**config.mk**
```make
export PLATFORM = sky130hd
export DESIGN_NAME = axi_crossbar_wr_route
export DESIGN_NICKNAME = d
export VERILOG_FILES = /design/src/rtl/axi_crossbar_wr_route.sv
export SDC_FILE = /design/constraint.sdc
export NUM_CORES = 1
export LEC_CHECK = 0
export ABC_CLOCK_PERIOD_IN_PS = 2200
export CORE_ASPECT_RATIO = 1.1
export CORE_MARGIN = 2
export CORE_UTILIZATION = 50
export CTS_CLUSTER_SIZE = 24
export DETAILED_ROUTE_END_ITERATION = 8
export DONT_BUFFER_PORTS = 1
export PLACE_DENSITY = 0.61
export SLEW_MARGIN = 30
export SYNTH_ARGS = -nofsm -noshare
export SYNTH_HDL_FRONTEND = slang
export SYNTH_SLANG_ARGS = --single-unit
```
**constraint.sdc**
```tcl
create_clock -name clk -period 2.2 [get_ports clk]
set_input_delay 0.11 -clock clk [delete_from_list [all_inputs] [get_ports clk]]
set_output_delay 0.11 -clock clk [all_outputs]
set_load 0.01 [all_outputs]
```
**src/rtl/axi_crossbar_wr_route.sv**
```systemverilog
// Purpose : per-slave W router; steers each W burst to the master picked by its write command, sinks DECERR bursts and answers them with a B response.
// Latency : 0 cycles master-side W (pass-through); 1 cycle when AXI_CROSSBAR_WR_ROUTE_OUTPUT_REG_EN is defined (2-entry skid).
// Backpres: s_axi_wready follows the selected m_axi_wready (or skid-not-full); commands stall outside IDLE; B waits on m_decerr_bready.
//
// Ports:
//   clk, rst_n                      clock, async active-low reset
//   s_wc_select/decerr/id/valid/ready   write command from the address decode stage
//   s_axi_w*                        slave-side W channel
//   m_axi_w* (wvalid/wready per master) shared master-side W data, one-hot valid
//   m_decerr_b*                     locally generated DECERR write response
// Optional build macro: AXI_CROSSBAR_WR_ROUTE_OUTPUT_REG_EN (registered master-side W outputs).

module axi_crossbar_wr_route #(
  parameter int M_COUNT    = 4,
  parameter int DATA_WIDTH = 32,
  parameter int STRB_WIDTH = DATA_WIDTH / 8,
  parameter int ID_WIDTH   = 8,
  parameter int CL_M_COUNT = (M_COUNT > 1) ? $clog2(M_COUNT) : 1
) (
  input  logic                  clk,
  input  logic                  rst_n,
  input  logic [CL_M_COUNT-1:0] s_wc_select,
  input  logic                  s_wc_decerr,
  input  logic [ID_WIDTH-1:0]   s_wc_id,
  input  logic                  s_wc_valid,
  output logic                  s_wc_ready,
  input  logic [DATA_WIDTH-1:0] s_axi_wdata,
  input  logic [STRB_WIDTH-1:0] s_axi_wstrb,
  input  logic                  s_axi_wlast,
  input  logic                  s_axi_wvalid,
  output logic                  s_axi_wready,
  output logic [DATA_WIDTH-1:0] m_axi_wdata,
  output logic [STRB_WIDTH-1:0] m_axi_wstrb,
  output logic                  m_axi_wlast,
  output logic [M_COUNT-1:0]    m_axi_wvalid,
  input  logic [M_COUNT-1:0]    m_axi_wready,
  output logic [ID_WIDTH-1:0]   m_decerr_bid,
  output logic [1:0]            m_decerr_bresp,
  output logic                  m_decerr_bvalid,
  input  logic                  m_decerr_bready
);

  typedef enum logic [1:0] {IDLE, ROUTE, SINK, RESP} state_t;

  state_t                state, state_nxt;
  logic [CL_M_COUNT-1:0] sel_reg;
  logic [ID_WIDTH-1:0]   id_reg;
  logic [8:0]            beat_cnt;

  logic sel_ok;     // latched select addresses a real master
  logic route_rdy;  // downstream can take a beat while routing
  logic cmd_acc;
  logic beat_acc;
  logic beat_last;

  assign sel_ok    = int'(sel_reg) < M_COUNT;
  assign cmd_acc   = s_wc_valid && (state == IDLE);
  assign beat_acc  = s_axi_wvalid && s_axi_wready;
  // Runaway bursts: the 257th beat closes the burst even without wlast.
  assign beat_last = s_axi_wlast || (beat_cnt == 9'd256);

  assign s_wc_ready      = (state == IDLE);
  // An out-of-range select degrades to a silent sink so the burst cannot hang.
  assign s_axi_wready    = (state == SINK) || ((state == ROUTE) && (!sel_ok || route_rdy));
  assign m_decerr_bvalid = (state == RESP);
  assign m_decerr_bid    = id_reg;
  assign m_decerr_bresp  = 2'b11;

  always_comb begin
    state_nxt = state;
    case (state)
      IDLE:  if (cmd_acc) state_nxt = s_wc_decerr ? SINK : ROUTE;
      ROUTE: if (beat_acc && beat_last) state_nxt = IDLE;
      SINK:  if (beat_acc && beat_last) state_nxt = RESP;
      RESP:  if (m_decerr_bready) state_nxt = IDLE;
      default: state_nxt = IDLE;
    endcase
  end

  always_ff @(posedge clk or negedge rst_n) begin
    if (!rst_n) begin
      state    <= IDLE;
      sel_reg  <= '0;
      id_reg   <= '0;
      beat_cnt <= '0;
    end else begin
      state <= state_nxt;
      if (cmd_acc) begin
        sel_reg  <= s_wc_select;
        id_reg   <= s_wc_id;
        beat_cnt <= '0;
      end else if (beat_acc && (beat_cnt != 9'd256)) begin
        beat_cnt <= beat_cnt + 9'd1;
      end
    end
  end

`ifdef AXI_CROSSBAR_WR_ROUTE_OUTPUT_REG_EN
  // Two-entry skid; each entry remembers its own master so a finished burst can
  // drain while the next command already routes elsewhere.
  typedef struct packed {
    logic [DATA_WIDTH-1:0] data;
    logic [STRB_WIDTH-1:0] strb;
    logic                  last;
    logic [CL_M_COUNT-1:0] sel;
  } skid_t;

  skid_t      skid_q [2];
  skid_t      head;
  logic       wr_ptr, rd_ptr;
  logic [1:0] count;
  logic       push, pop;

  assign head      = skid_q[rd_ptr];
  assign route_rdy = (count != 2'd2);
  assign push      = (state == ROUTE) && sel_ok && s_axi_wvalid && route_rdy;
  assign pop       = (count != 2'd0) && m_axi_wready[head.sel];

  assign m_axi_wdata = head.data;
  assign m_axi_wstrb = head.strb;
  assign m_axi_wlast = head.last;

  always_comb begin
    m_axi_wvalid = '0;
    if (count != 2'd0) m_axi_wvalid[head.sel] = 1'b1;
  end

  always_ff @(posedge clk or negedge rst_n) begin
    if (!rst_n) begin
      wr_ptr <= 1'b0;
      rd_ptr <= 1'b0;
      count  <= 2'd0;
    end else begin
      if (push) wr_ptr <= ~wr_ptr;
      if (pop)  rd_ptr <= ~rd_ptr;
      count <= count + {1'b0, push} - {1'b0, pop};
    end
  end

  // Payload needs no reset: entries are only observed when counted valid.
  always_ff @(posedge clk) begin
    if (push) skid_q[wr_ptr] <= '{data: s_axi_wdata, strb: s_axi_wstrb,
                                  last: beat_last, sel: sel_reg};
  end
`else
  logic [M_COUNT-1:0] sel_onehot;

  always_comb begin
    sel_onehot = '0;
    if (sel_ok) sel_onehot[sel_reg] = 1'b1;
  end

  assign route_rdy    = m_axi_wready[sel_reg];
  assign m_axi_wvalid = ((state == ROUTE) && s_axi_wvalid) ? sel_onehot : '0;
  assign m_axi_wdata  = s_axi_wdata;
  assign m_axi_wstrb  = s_axi_wstrb;
  assign m_axi_wlast  = s_axi_wlast;
`endif

endmodule

```
# After elaboration in Yosys (flattened, before gate mapping)
# Cells that the tools add are included.
op_classes:
  shift: 0
  n_mux: 13
  div: 0
  eq_ne: 9
  addsub: 1
  n_mul: 0
  n_bitwise: 0
  n_lt_le_gt_ge: 2
  n_reduce_logical: 12
ops:
  columns: ["operator", "count"]
  rows:
  - ["two-way mux 9 bit", 2]
  - ["two-way mux 2 bit", 5]
  - ["adder 9 x 1 -> 9 bit (second input constant)", 1]
  - ["equality test 9 bit (second input constant)", 1]
  - ["!= test 9 bit (second input constant)", 1]
  - ["case mux 2 bit (4 select lines)", 1]
  - ["logical AND 1 bit", 7]
  - ["!= test 2 x 1 -> 1 bit (second input constant)", 3]
  - ["equality test 2 bit (second input constant)", 2]
  - ["two-way mux 4 bit", 1]
  - ["AND reduction 4 bit", 1]
  - ["< comparator 2 x 3 -> 1 bit (second input constant)", 1]
  - ["binary-select mux 1 bit (select 2 bit)", 1]
  - ["demux 1 bit (select 2 bit)", 1]
  - ["equality test 2 x 1 -> 1 bit (second input constant)", 1]
  - [">= comparator 2 x 1 -> 1 bit (second input constant)", 1]
  - ["zero test 2 bit", 1]
  - ["logical OR 1 bit", 2]
  - ["two-way mux 1 bit", 2]
  - ["!= test 2 bit (second input constant)", 1]
  - ["nonzero test 2 bit", 1]
totals:
  mem_count: 0
  output_inout_bits: 54
  register_bits: 21
  mem_bits_ro: 0
  ramBits: 0
  elab_cells: 41
  latch_bits: 0
  input_bits: 57

# Depth between registers and ports, before layout
# Gate-level depths: netlist of run 1.
logic_depth:
  depth_word: 8
  mapped_depth: 6
  mapped_depth_nobuf: 6

# Worst setup path before layout of run 1
# Ideal clock, no wire load.
synth_timing:
  path_kind: "flip-flop to flip-flop"
  from: "register state[0]"
  to: "register state[0]"
  path_buffers: 1
  required_time_ns: 2.080
  arrival_time_ns: 1.705
  setup_time_ns: 0.120
  period_less_slack_ns: 1.825
  path_slack_ns: 0.375
  path_stages_with_launch: 6
  cell_sequence: "dfrtp_1 -> and2_0 -> a311o_1 -> buf_6 -> or4_1 -> o211a_1"
synth_between:
  elab_cells_between_ends: 15
  cone_classes: "eq/ne: 7; mux: 1; reduce/logical: 7"
synth_rtl:
  columns: ["item", "line_no", "text"]
  rows:
  - ["start: declaration", "45", "state_t state, state_nxt;"]
  - ["start signal: assignment", "87", "state <= state_nxt;"]
  - ["equality test 2 bit (*)", null, null]
  - ["net m_decerr_bvalid", "39", "output logic m_decerr_bvalid,"]
  - ["!= test 2 x 1 -> 1 bit (no line)", null, null]
  - ["AND reduction 4 bit (no line)", null, null]
# Mark *: on every way through the listed nets, which the timed path passes. The rest lies on a longest branch.
# A chain may end at the register's enable or synchronous reset.

# Worst setup path in the final report of run 1
# Same ends and word-level chain as after synthesis.

==> results of run 1 <==
timing repair:
item	CTS	global route
endpoints found under the hold margin	32	21
buffers inserted	0	0
hold buffers	12	1
routing by layer:
metal / vias up / GRT usage / wire, µm
met5: - / 0 / 0
met4: 0 / 0.150 / 176
met3: 24 / 0.0750 / 324
met2: 58 / 0.311 / 1430
met1: 461 / 0.205 / 1030
li1: 470 / - / -
final timing paths:
path / start / end / slack, ns / cells after the start
min in group asynchronous: rst_n / beat_cnt[7]$_DFFE_PN0P_ / 0.28 / 2
hold / removal: s_wc_decerr / state[0]$_DFFE_PN0P_ / 0.02 / 2
hold reg to reg: beat_cnt[0]$_DFFE_PN0P_ / beat_cnt[0]$_DFFE_PN0P_ / 0.54 / 1
setup / recovery: state[0]$_DFFE_PN0P_ / state[0]$_DFFE_PN0P_ / 0.27 / 4
setup reg to reg: state[0]$_DFFE_PN0P_ / state[0]$_DFFE_PN0P_ / 0.27 / 4
max in group asynchronous: rst_n / m_decerr_bid[2]$_DFFE_PN0P_ / 1.59 / 2
cell families after synthesis:
group	after synthesis	share of synthesized area
AOI/OAI and AO/OA	15	0.0721
DFF	21	0.369
and+or+nand+nor	69	0.233
buffers and inverters	51	0.248
adders and majority gates	2	0.0176
other	1	0.00264
muxes	8	0.0572
cell type report:
cell class                      instances  area, µm²  share of cell area
Multi-Input combinational cell         96        548               0.419
Inverter                                7       26.3              0.0201
Sequential cell                        21        526               0.402
Clock buffer                            4       26.3              0.0201
Timing Repair Buffer                   15        140               0.107
Tap cell                               33       41.3              0.0316
power by group through the flow:
stage / Combinational, mW / Clock, mW / Sequential [mW]
3_5_place_dp: 0.492 / 0 / 0.679
4_1_cts: 0.519 / 0.200 / 0.670
2_1_floorplan: 0.525 / 0 / 0.636
3_3_place_gp: 0.476 / 0 / 0.670
5_1_grt: 0.584 / 0.213 / 0.698
6_report: 0.510 / 0.186 / 0.669
cells in the final DEF, fill, tap and decap left out, types with 2 or more instances in the layout:
| cell | count |
|---|---|
| sky130_fd_sc_hd__conb_1 | 2 |
| sky130_fd_sc_hd__nor4_1 | 3 |
| sky130_fd_sc_hd__nand2b_1 | 2 |
| sky130_fd_sc_hd__a21oi_1 | 4 |
| sky130_fd_sc_hd__dfrtp_1 | 21 |
| sky130_fd_sc_hd__clkbuf_4 | 3 |
| sky130_fd_sc_hd__inv_1 | 7 |
| sky130_fd_sc_hd__and3_1 | 2 |
| sky130_fd_sc_hd__nand3_1 | 3 |
| sky130_fd_sc_hd__o31ai_1 | 2 |
| sky130_fd_sc_hd__nor3b_1 | 3 |
| sky130_fd_sc_hd__or4_1 | 3 |
| sky130_fd_sc_hd__o21ai_0 | 3 |
| sky130_fd_sc_hd__nand2_1 | 40 |
| sky130_fd_sc_hd__mux2i_1 | 7 |
| sky130_fd_sc_hd__nor4b_1 | 2 |
| sky130_fd_sc_hd__buf_4 | 2 |
| sky130_fd_sc_hd__nor2_1 | 4 |
| sky130_fd_sc_hd__ha_1 | 2 |
| sky130_fd_sc_hd__dlygate4sd3_1 | 12 |
| sky130_fd_sc_hd__nor3_1 | 2 |
worst register-to-register path, cell delays in order (launching register included):
cell and delay, ns:
sky130_fd_sc_hd__dfrtp_1 0.45, sky130_fd_sc_hd__and2_0 0.26, sky130_fd_sc_hd__a311o_1 0.47, sky130_fd_sc_hd__or4_1 0.53, sky130_fd_sc_hd__o211a_1 0.12
per-stage QoR:
stage	power, mW	utilization	setup WS, ns
2_1_floorplan	1.16	-	0.375
3_3_place_gp	1.15	0.424	0.328
3_5_place_dp	1.17	0.424	0.278
4_1_cts	1.39	0.478	0.268
5_1_grt	1.49	0.479	0.158
6_report	1.36	0.479	0.273
==> qor_table.md, run 1 <==
| Parameter | This run |
|:---|:---|
| Power density relative to cell area | 1040 nW/µm² |
| Crit path DAT | 2.13 ns |
| Fraction of synthesized cell area taken by the top area cell type | 0.369 |
| Largest net degree at the start of global routing | 22 |
| Core area | 2730 µm² |
| Post-synth design cell area | 1420 µm² |
| Setup crit end kind | flip-flop |
| Fillers | 263 |
| Num rows | 20 |
| Nets@finish | 203 |
| Clk_lat worst skew | 0.30 ns |
| Worst slew margin relative to its limit | 0.535 |
| Highest fanout seen on the critical path | 10 |
| Most used standard cells in the synthesized netlist | sky130_fd_sc_hd__nand2_1 (40), sky130_fd_sc_hd__buf_4 (39), sky130_fd_sc_hd__dfrtp_1 (21) |
| Overflow left after global routing | 0 |
| Number of nets with antenna violations after routing | 0 |
| Filler-free cell count of the finished design | 176 |
| Final hold violations | 0 |
| Number of input and output port buffers inserted | 0 |
| Area after DPL | 1160 µm² |
| Leakage | 0.622 nW |
| Power dissipated by switching net loads | 0.585 mW |
| Library cell used as clock root buffer | sky130_fd_sc_hd__clkbuf_4 |
| Via/cell ratio | 5.76 |
| Leading register cell type out of synthesis | sky130_fd_sc_hd__dfrtp_1 |
| Clock transition at path regs | 0.12 ns |
| Clock tree skew after final layout | 0.00876 ns |
| Count of max-cap constraint violations | 0 |
| Wire length of the first global-routing pass | 4510 µm |
| Max Transition Viols Final | 0 |
| Wire length per cell | 16.8 µm |
| Hold slack | 0.0247 ns |
| Max incr delay on CP | 0.53 ns |
| Number of top-level pins | 111 |
| Number of global-route vias before repair | 955 |
| Crit Path Category | reg2reg |
| Ranking of synthesized cells by area | sky130_fd_sc_hd__dfrtp_1 (37%), sky130_fd_sc_hd__buf_4 (21%), sky130_fd_sc_hd__nand2_1 (11%), sky130_fd_sc_hd__mux2i_1 (4.9%), sky130_fd_sc_hd__inv_1 (1.8%) |
| Total of endpoints with negative setup slack in the final report | 0 |
| Routability cong. | 0.863 |
| Die height | 59.9 µm |
| Total DRC errors in the routed layout | 0 |
| Max frequency | 519 MHz |
| Maximum clock insertion buffer count | 2 |
| Share of layout cells above drive strength 1 | 0.0559 |
| Leading cell type by number of instances after synthesis | sky130_fd_sc_hd__nand2_1 |
| Number of cells produced by synthesis | 167 |
| Antenna fix cells | 0 |
| Logic pwr share | 0.374 |
| Num Clock Sinks | 21 |
| Total wire length | 2960 µm |
| Post-synthesis to final-layout area growth | -8.09% |
| Count of TritonRoute iterations in the first routing pass | 5 |
| Worst supply voltage drop on vdd | 0.000594 V |
| Total via count after detailed routing | 1,013 |
| Number of clock buffers inserted by TritonCTS | 3 |
| CP Buf/Inv Count | 0 |
| Area of the die | 3290 µm² |
| Drt initial violations | 29 |
| Req. time, crit path | 2.41 ns |
| Clock tree from TritonCTS | yes |
| Register area share after synthesis | 0.369 |
| Clock period minus worst slack | 1.93 ns |
| Cell type contributing the most total cell area after synthesis | sky130_fd_sc_hd__dfrtp_1 |
| Total track usage | 0.197 |
| Average cell area after synthesis | 8.52 µm² |
| Synth Register Bits | 21 |
| Number of enable flip-flop cells after synthesis | 0 |
| Number of flip-flops in the largest register | 9 |
| Yosys warnings | 0 |
| Clock share of power | 0.136 |
| Slew at the pin with the worst max-slew slack | 0.693 ns |
| Cell class contributing the biggest share of worst-path delay | simple AND/OR/NAND/NOR gates |
| Ratio of final minimum period to clock period | 0.876 |
| Worst hold-check path type | in2reg |
| H-tree depth reported by CTS | 1 |
| Sw Share | 0.429 |
| Initial antenna violation count | 0 |
| Internal cell power | 0.779 mW |
| Initial standard-cell utilization of the core | 0.522 |
| Number of distinct library cell variants in the gate-level netlist after synthesis | 33 |
| Unrepaired setup endpoints after global routing | no |
| Sequential Power Share | 0.490 |
| Register with the most flip-flops | beat_cnt |
| Count of cells resized by post-cts repair | 0 |
| Highest-delay cell along the critical path | sky130_fd_sc_hd__or4_1 |
| Ordered cell list for the critical path | and2_0 -> a311o_1 -> or4_1 -> o211a_1 |
| DIE WIDTH | 54.9 µm |
| Share of synthesized registers carrying an async set or reset | 1.00 |
| Half-perimeter wire length of the detailed placement result | 2230 µm |
| Run status | complete, no violations |
| Final total negative setup slack | 0 ns |
| Startpoint type of the worst setup path | flip-flop |
| # placed instances | 159 |
| Post-route cell area | 1310 µm² |
(Power assumes the default switching activity.)
==> run 2, diff against run 1 <==
--- a/config.mk
+++ b/config.mk
@@ -12,7 +12,7 @@
 export CTS_CLUSTER_SIZE = 24
 export DETAILED_ROUTE_END_ITERATION = 8
 export DONT_BUFFER_PORTS = 1
-export PLACE_DENSITY = 0.61
+export PLACE_DENSITY = 0.66
 export SLEW_MARGIN = 30
 export SYNTH_ARGS = -nofsm -noshare
 export SYNTH_HDL_FRONTEND = slang
==> run 2 against run 1 <==
Effect of this change:
- non-clock buffer count fell by 1
- sequential power rose by 1%
- clock skew fell by 0.0067 ns
- highest routed layer unchanged
- total power rose by 0.42%
==> qor_table.md, run 2 (synthesis gave the netlist of run 1 again) <==
| Parameter | This run |
|:---|:---|
| Number of flip-flops in the largest register | 9 |
| Clock period minus worst slack | 1.96 ns |
| Number of input and output port buffers inserted | 0 |
| Highest-delay cell along the critical path | sky130_fd_sc_hd__or4_1 |
| Startpoint type of the worst setup path | flip-flop |
| Ordered cell list for the critical path | and2_0 -> a311o_1 -> or4_1 -> a21oi_1 |
| Most common library cell in the layout ignoring fill and taps | sky130_fd_sc_hd__nand2_1 |
| Slew at the pin with the worst max-slew slack | 0.572 ns |
| Total wire length | 2670 µm |
| Count of cells resized by post-cts repair | 0 |
| Highest fanout seen on the critical path | 10 |
| Fillers | 252 |
| Total via count after detailed routing | 1,012 |
| Total of endpoints with negative setup slack in the final report | 0 |
| Post-route cell area | 1300 µm² |
| Count of TritonRoute iterations in the first routing pass | 4 |
| H-tree depth reported by CTS | 1 |
| Number of clock buffers inserted by TritonCTS | 3 |
| Total DRC errors in the routed layout | 0 |
| Wire length of the first global-routing pass | 4120 µm |
| Cell class contributing the biggest share of worst-path delay | simple AND/OR/NAND/NOR gates |
| Worst hold-check path type | in2reg |
| CP Depth | 4 |
| Share of layout cells above drive strength 1 | 0.0563 |
| Nets@finish | 202 |
| Via/cell ratio | 5.78 |
| Final hold violations | 0 |
| Half-perimeter wire length of the detailed placement result | 1950 µm |
| Total track usage | 0.172 |
| Initial antenna violation count | 0 |
| Req. time, crit path | 2.44 ns |
| Count of max-cap constraint violations | 0 |
| Final total negative setup slack | 0 ns |
| Crit path capture | beat_cnt[6]$_DFFE_PN0P_ |
| Maximum clock insertion buffer count | 2 |
| Crit Path Category | reg2reg |
| Power density relative to cell area | 1050 nW/µm² |
| Wire length per cell | 15.2 µm |
| Initial standard-cell utilization of the core | 0.522 |
| Max Transition Viols Final | 0 |
| Filler-free cell count of the finished design | 175 |
| Crit. Startpoint | state[0]$_DFFE_PN0P_ |
| Number of top-level pins | 111 |
| Area after DPL | 1150 µm² |
| Num rows | 20 |
| Max frequency | 510 MHz |
| Die height | 59.9 µm |
| Overflow left after global routing | 0 |
| Library cell used as clock root buffer | sky130_fd_sc_hd__clkbuf_4 |
| Worst slew margin relative to its limit | 0.618 |
| Crit path DAT | 2.20 ns |
| FF-to-FF setup slack | 0.24 ns |
| # placed instances | 158 |
| Max incr delay on CP | 0.54 ns |
| Leakage | 0.617 nW |
| Clock share of power | 0.137 |
| Antenna fix cells | 0 |
| Largest net degree at the start of global routing | 22 |
| Clock tree from TritonCTS | yes |
| Internal cell power | 0.773 mW |
| Routability cong. | 0.744 |
| Drt initial violations | 21 |
| Worst supply voltage drop on vdd | 0.000688 V |
| Sequential Power Share | 0.494 |
| Area of the die | 3290 µm² |
| Unrepaired setup endpoints after global routing | no |
| CP Buf/Inv Count | 0 |
| Number of global-route vias before repair | 1,001 |
| Post-synthesis to final-layout area growth | -8.36% |
| Num Clock Sinks | 21 |
| Number of nets with antenna violations after routing | 0 |
| End of the worst register-to-register path | beat_cnt[6]$_DFFE_PN0P_ |
| Register with the most flip-flops | beat_cnt |
| Power dissipated by switching net loads | 0.597 mW |
| Setup crit end kind | flip-flop |
| Clock tree skew after final layout | 0.00205 ns |
| Clk_lat worst skew | 0.31 ns |
| Logic pwr share | 0.369 |
| Clock transition at path regs | 0.11 ns |
| Worst reg2reg path startpoint | state[0]$_DFFE_PN0P_ |
| Commonest non-fill, non-tap cells in the layout | sky130_fd_sc_hd__nand2_1 (40), sky130_fd_sc_hd__dfrtp_1 (21), sky130_fd_sc_hd__dlygate4sd3_1 (12) |
| Number of hold buffers added after CTS | 12 |
| DIE WIDTH | 54.9 µm |
| Buffers inserted by post-CTS timing repair | 0 |
| Number of cells on the worst reg-to-reg path | 4 |
| Sw Share | 0.435 |
| Ratio of final minimum period to clock period | 0.891 |
| Run status | complete, no violations |
| Core area | 2730 µm² |
[run 2: metal layers]
| layer | track usage | up-vias | share of wire | routed length (µm) |
|---|---|---|---|---|
| met5 | 0 | - | 0 | 0 |
| met4 | 0.0571 | 0 | 0.022 | 59 |
| met3 | 0.0675 | 12 | 0.098 | 262 |
| met2 | 0.318 | 71 | 0.50 | 1340 |
| met1 | 0.166 | 460 | 0.38 | 1010 |
| li1 | - | 469 | - | - |
[run 2: through the flow]
step	hold slack [ns]	utilization	setup WS, ns	power [mW]
2_1_floorplan	-0.186	-	0.375	1.16
3_3_place_gp	-0.185	0.421	0.311	1.13
3_5_place_dp	-0.185	0.421	0.279	1.16
4_1_cts	0.00505	0.476	0.255	1.37
5_1_grt	0.00900	0.478	0.168	1.48
6_report	0.0159	0.478	0.239	1.37
[run 2: worst reg2reg max path, delay by kind of cell, from the launching register on]
family          cells  cell delay (ns)
compound gates      2             0.64
flops               1             0.45
simple gates        2             0.81
[run 2: area by class of cell]
class | instances | area, µm² | area share
clock inverter | 1 | 7.51 | 0.00576
inverter | 7 | 26.3 | 0.0202
timing repair buffer | 14 | 133 | 0.102
tap | 33 | 41.3 | 0.0317
clock buffer | 3 | 22.5 | 0.0173
sequential | 21 | 526 | 0.403
multi-input combinational | 96 | 548 | 0.420
[run 2: how the worst min path moves through the flow]
stage / start / endpoint / cells past startpoint
global route: s_wc_decerr / state[0]$_DFFE_PN0P_ / 2
floorplan: rst_n / beat_cnt[0]$_DFFE_PN0P_ / 0
CTS: s_wc_decerr / state[0]$_DFFE_PN0P_ / 2
detailed placement: rst_n / beat_cnt[8]$_DFFE_PN0P_ / 0
global placement: rst_n / beat_cnt[8]$_DFFE_PN0P_ / 0
finish: s_wc_decerr / state[0]$_DFFE_PN0P_ / 2
[run 2: power by group through the flow]
stage               Sequential (mW)  Clock (mW)  Combinational (mW)
finish                        0.676       0.188               0.506
global route                  0.692       0.214               0.572
CTS                           0.672       0.194               0.507
detailed placement            0.675           0               0.485
global placement              0.671           0               0.462
floorplan                     0.636           0               0.525
==> run 3, diff against run 2 <==
--- a/config.mk
+++ b/config.mk
@@ -6,7 +6,7 @@
 export NUM_CORES = 1
 export LEC_CHECK = 0
 export ABC_CLOCK_PERIOD_IN_PS = 2200
-export CORE_ASPECT_RATIO = 1.1
+export CORE_ASPECT_RATIO = 0.9
 export CORE_MARGIN = 2
 export CORE_UTILIZATION = 50
 export CTS_CLUSTER_SIZE = 24
==> run 3 against run 2 <==
Effect of this change:
- clock skew is 0.0040 ns higher
- routed wire length rose by 19%
- final cell count rose by 4.0%
- global-route usage rose by 1.8 points
==> qor_table.md, run 3 (synthesis gave the netlist of run 1 again) <==
| Parameter | This run |
|:---|:---|
| Most common library cell in the layout ignoring fill and taps | sky130_fd_sc_hd__nand2_1 |
| Total track usage | 0.189 |
| Clock tree skew after final layout | 0.00604 ns |
| Clock tree from TritonCTS | yes |
| Half-perimeter wire length of the detailed placement result | 2390 µm |
| Setup crit end kind | flip-flop |
| Number of hold buffers added after CTS | 12 |
| Highest fanout seen on the critical path | 10 |
| Num rows | 18 |
| Total of endpoints with negative setup slack in the final report | 0 |
| Fillers | 267 |
| Number of clock buffers inserted by TritonCTS | 3 |
| Routability cong. | 0.797 |
| Count of max-cap constraint violations | 0 |
| Core area | 2730 µm² |
| Initial standard-cell utilization of the core | 0.522 |
| Maximum clock insertion buffer count | 2 |
| Wire length of the first global-routing pass | 4490 µm |
| Total via count after detailed routing | 1,008 |
| Max Transition Viols Final | 0 |
| Drt initial violations | 28 |
| DIE WIDTH | 60.2 µm |
| Number of top-level pins | 111 |
| Req. time, crit path | 2.41 ns |
| Register with the most flip-flops | beat_cnt |
| Crit path DAT | 2.17 ns |
| Max incr delay on CP | 0.54 ns |
| Leakage | 0.618 nW |
| Final hold violations | 0 |
| Clk_lat worst skew | 0.30 ns |
| Number of input and output port buffers inserted | 0 |
| Number of nets with antenna violations after routing | 0 |
| Die height | 54.6 µm |
| Area of the multi-input gates | 548 µm² |
| Power density relative to cell area | 1050 nW/µm² |
| Number of global-route vias before repair | 890 |
| Via/cell ratio | 5.54 |
| H-tree depth reported by CTS | 1 |
| Storage element area | 526 µm² |
| Ratio of final minimum period to clock period | 0.891 |
| Area of the die | 3290 µm² |
| Total DRC errors in the routed layout | 0 |
| Post-synthesis to final-layout area growth | -8.00% |
| Worst slew margin relative to its limit | 0.588 |
| Worst supply voltage drop on vdd | 0.000443 V |
| CP Buf/Inv Count | 0 |
| Num Clock Sinks | 21 |
| Hold slack | 0.0328 ns |
| Initial antenna violation count | 0 |
| Share of layout cells above drive strength 1 | 0.0493 |
| Wire length per cell | 17.5 µm |
| Largest net degree at the start of global routing | 22 |
| Ordered cell list for the critical path | and2_0 -> a311o_1 -> or4_1 -> o211a_1 |
| Count of TritonRoute iterations in the first routing pass | 5 |
| Clock transition at path regs | 0.12 ns |
| Count of cells resized by post-cts repair | 0 |
| Final total negative setup slack | 0 ns |
| Slew at the pin with the worst max-slew slack | 0.617 ns |
| Worst hold-check path type | in2reg |
| Library cell used as clock root buffer | sky130_fd_sc_hd__clkbuf_4 |
| Crit Path Category | reg2reg |
| Nets@finish | 202 |
| Total wire length | 3180 µm |
| Overflow left after global routing | 0 |
| Number of flip-flops in the largest register | 9 |
| Run status | complete, no violations |
| Max frequency | 510 MHz |
| Unrepaired setup endpoints after global routing | no |
| Commonest non-fill, non-tap cells in the layout | sky130_fd_sc_hd__nand2_1 (40), sky130_fd_sc_hd__dfrtp_1 (21), sky130_fd_sc_hd__dlygate4sd3_1 (12) |
| Antenna fix cells | 0 |
| Clock period minus worst slack | 1.96 ns |
| Highest-delay cell along the critical path | sky130_fd_sc_hd__or4_1 |
| Buffers inserted by post-CTS timing repair | 0 |
| Startpoint type of the worst setup path | flip-flop |
| Cell class contributing the biggest share of worst-path delay | simple AND/OR/NAND/NOR gates |
run 3: per-layer routing:
layer	global-route usage	share of wire	up-vias
met1	0.222	0.36	468
met5	0	0	-
li1	-	-	466
met4	0.0556	0.024	0
met2	0.328	0.50	62
met3	0.0662	0.12	12
run 3: final timing paths:
check                                   startpoint                          end  slack, ns  depth (start not counted)
setup / recovery              state[1]$_DFFE_PN0P_         state[0]$_DFFE_PN0P_       0.24                          4
hold / removal                         s_wc_decerr         state[0]$_DFFE_PN0P_       0.03                          2
setup reg to reg              state[1]$_DFFE_PN0P_         state[0]$_DFFE_PN0P_       0.24                          4
hold reg to reg            beat_cnt[0]$_DFFE_PN0P_      beat_cnt[0]$_DFFE_PN0P_       0.54                          1
max in group asynchronous                    rst_n  m_decerr_bid[2]$_DFFE_PN0P_       1.60                          2
min in group asynchronous                    rst_n  m_decerr_bid[6]$_DFFE_PN0P_       0.27                          2
run 3: stage by stage:
| step | worst slack, ns | area (µm²) | instances | power, mW | util |
|---|---|---|---|---|---|
| after floorplan | 0.375 | 1430 | 168 | 1.16 | - |
| after global placement | 0.334 | 1160 | 165 | 1.14 | 0.425 |
| after detailed placement | 0.278 | 1160 | 165 | 1.17 | 0.425 |
| after CTS | 0.263 | 1300 | 181 | 1.38 | 0.478 |
| after global routing | 0.143 | 1310 | 182 | 1.49 | 0.480 |
| final | 0.240 | 1310 | 182 | 1.37 | 0.480 |
run 3: final cells by class:
type	instances	share of cell area
Sequential cell	21	0.402
Timing Repair Buffer	14	0.101
Inverter	7	0.0201
Multi-Input combinational cell	96	0.419
Tap cell	40	0.0382
Clock buffer	4	0.0201
run 3: report_power, final:
group	total [mW]	internal, mW	leakage, nW	switching [mW]
combinational	0.514	0.191	0.331	0.322
sequential	0.672	0.512	0.271	0.160
clock	0.189	0.0707	0.0150	0.118
total	1.37	0.774	0.618	0.600
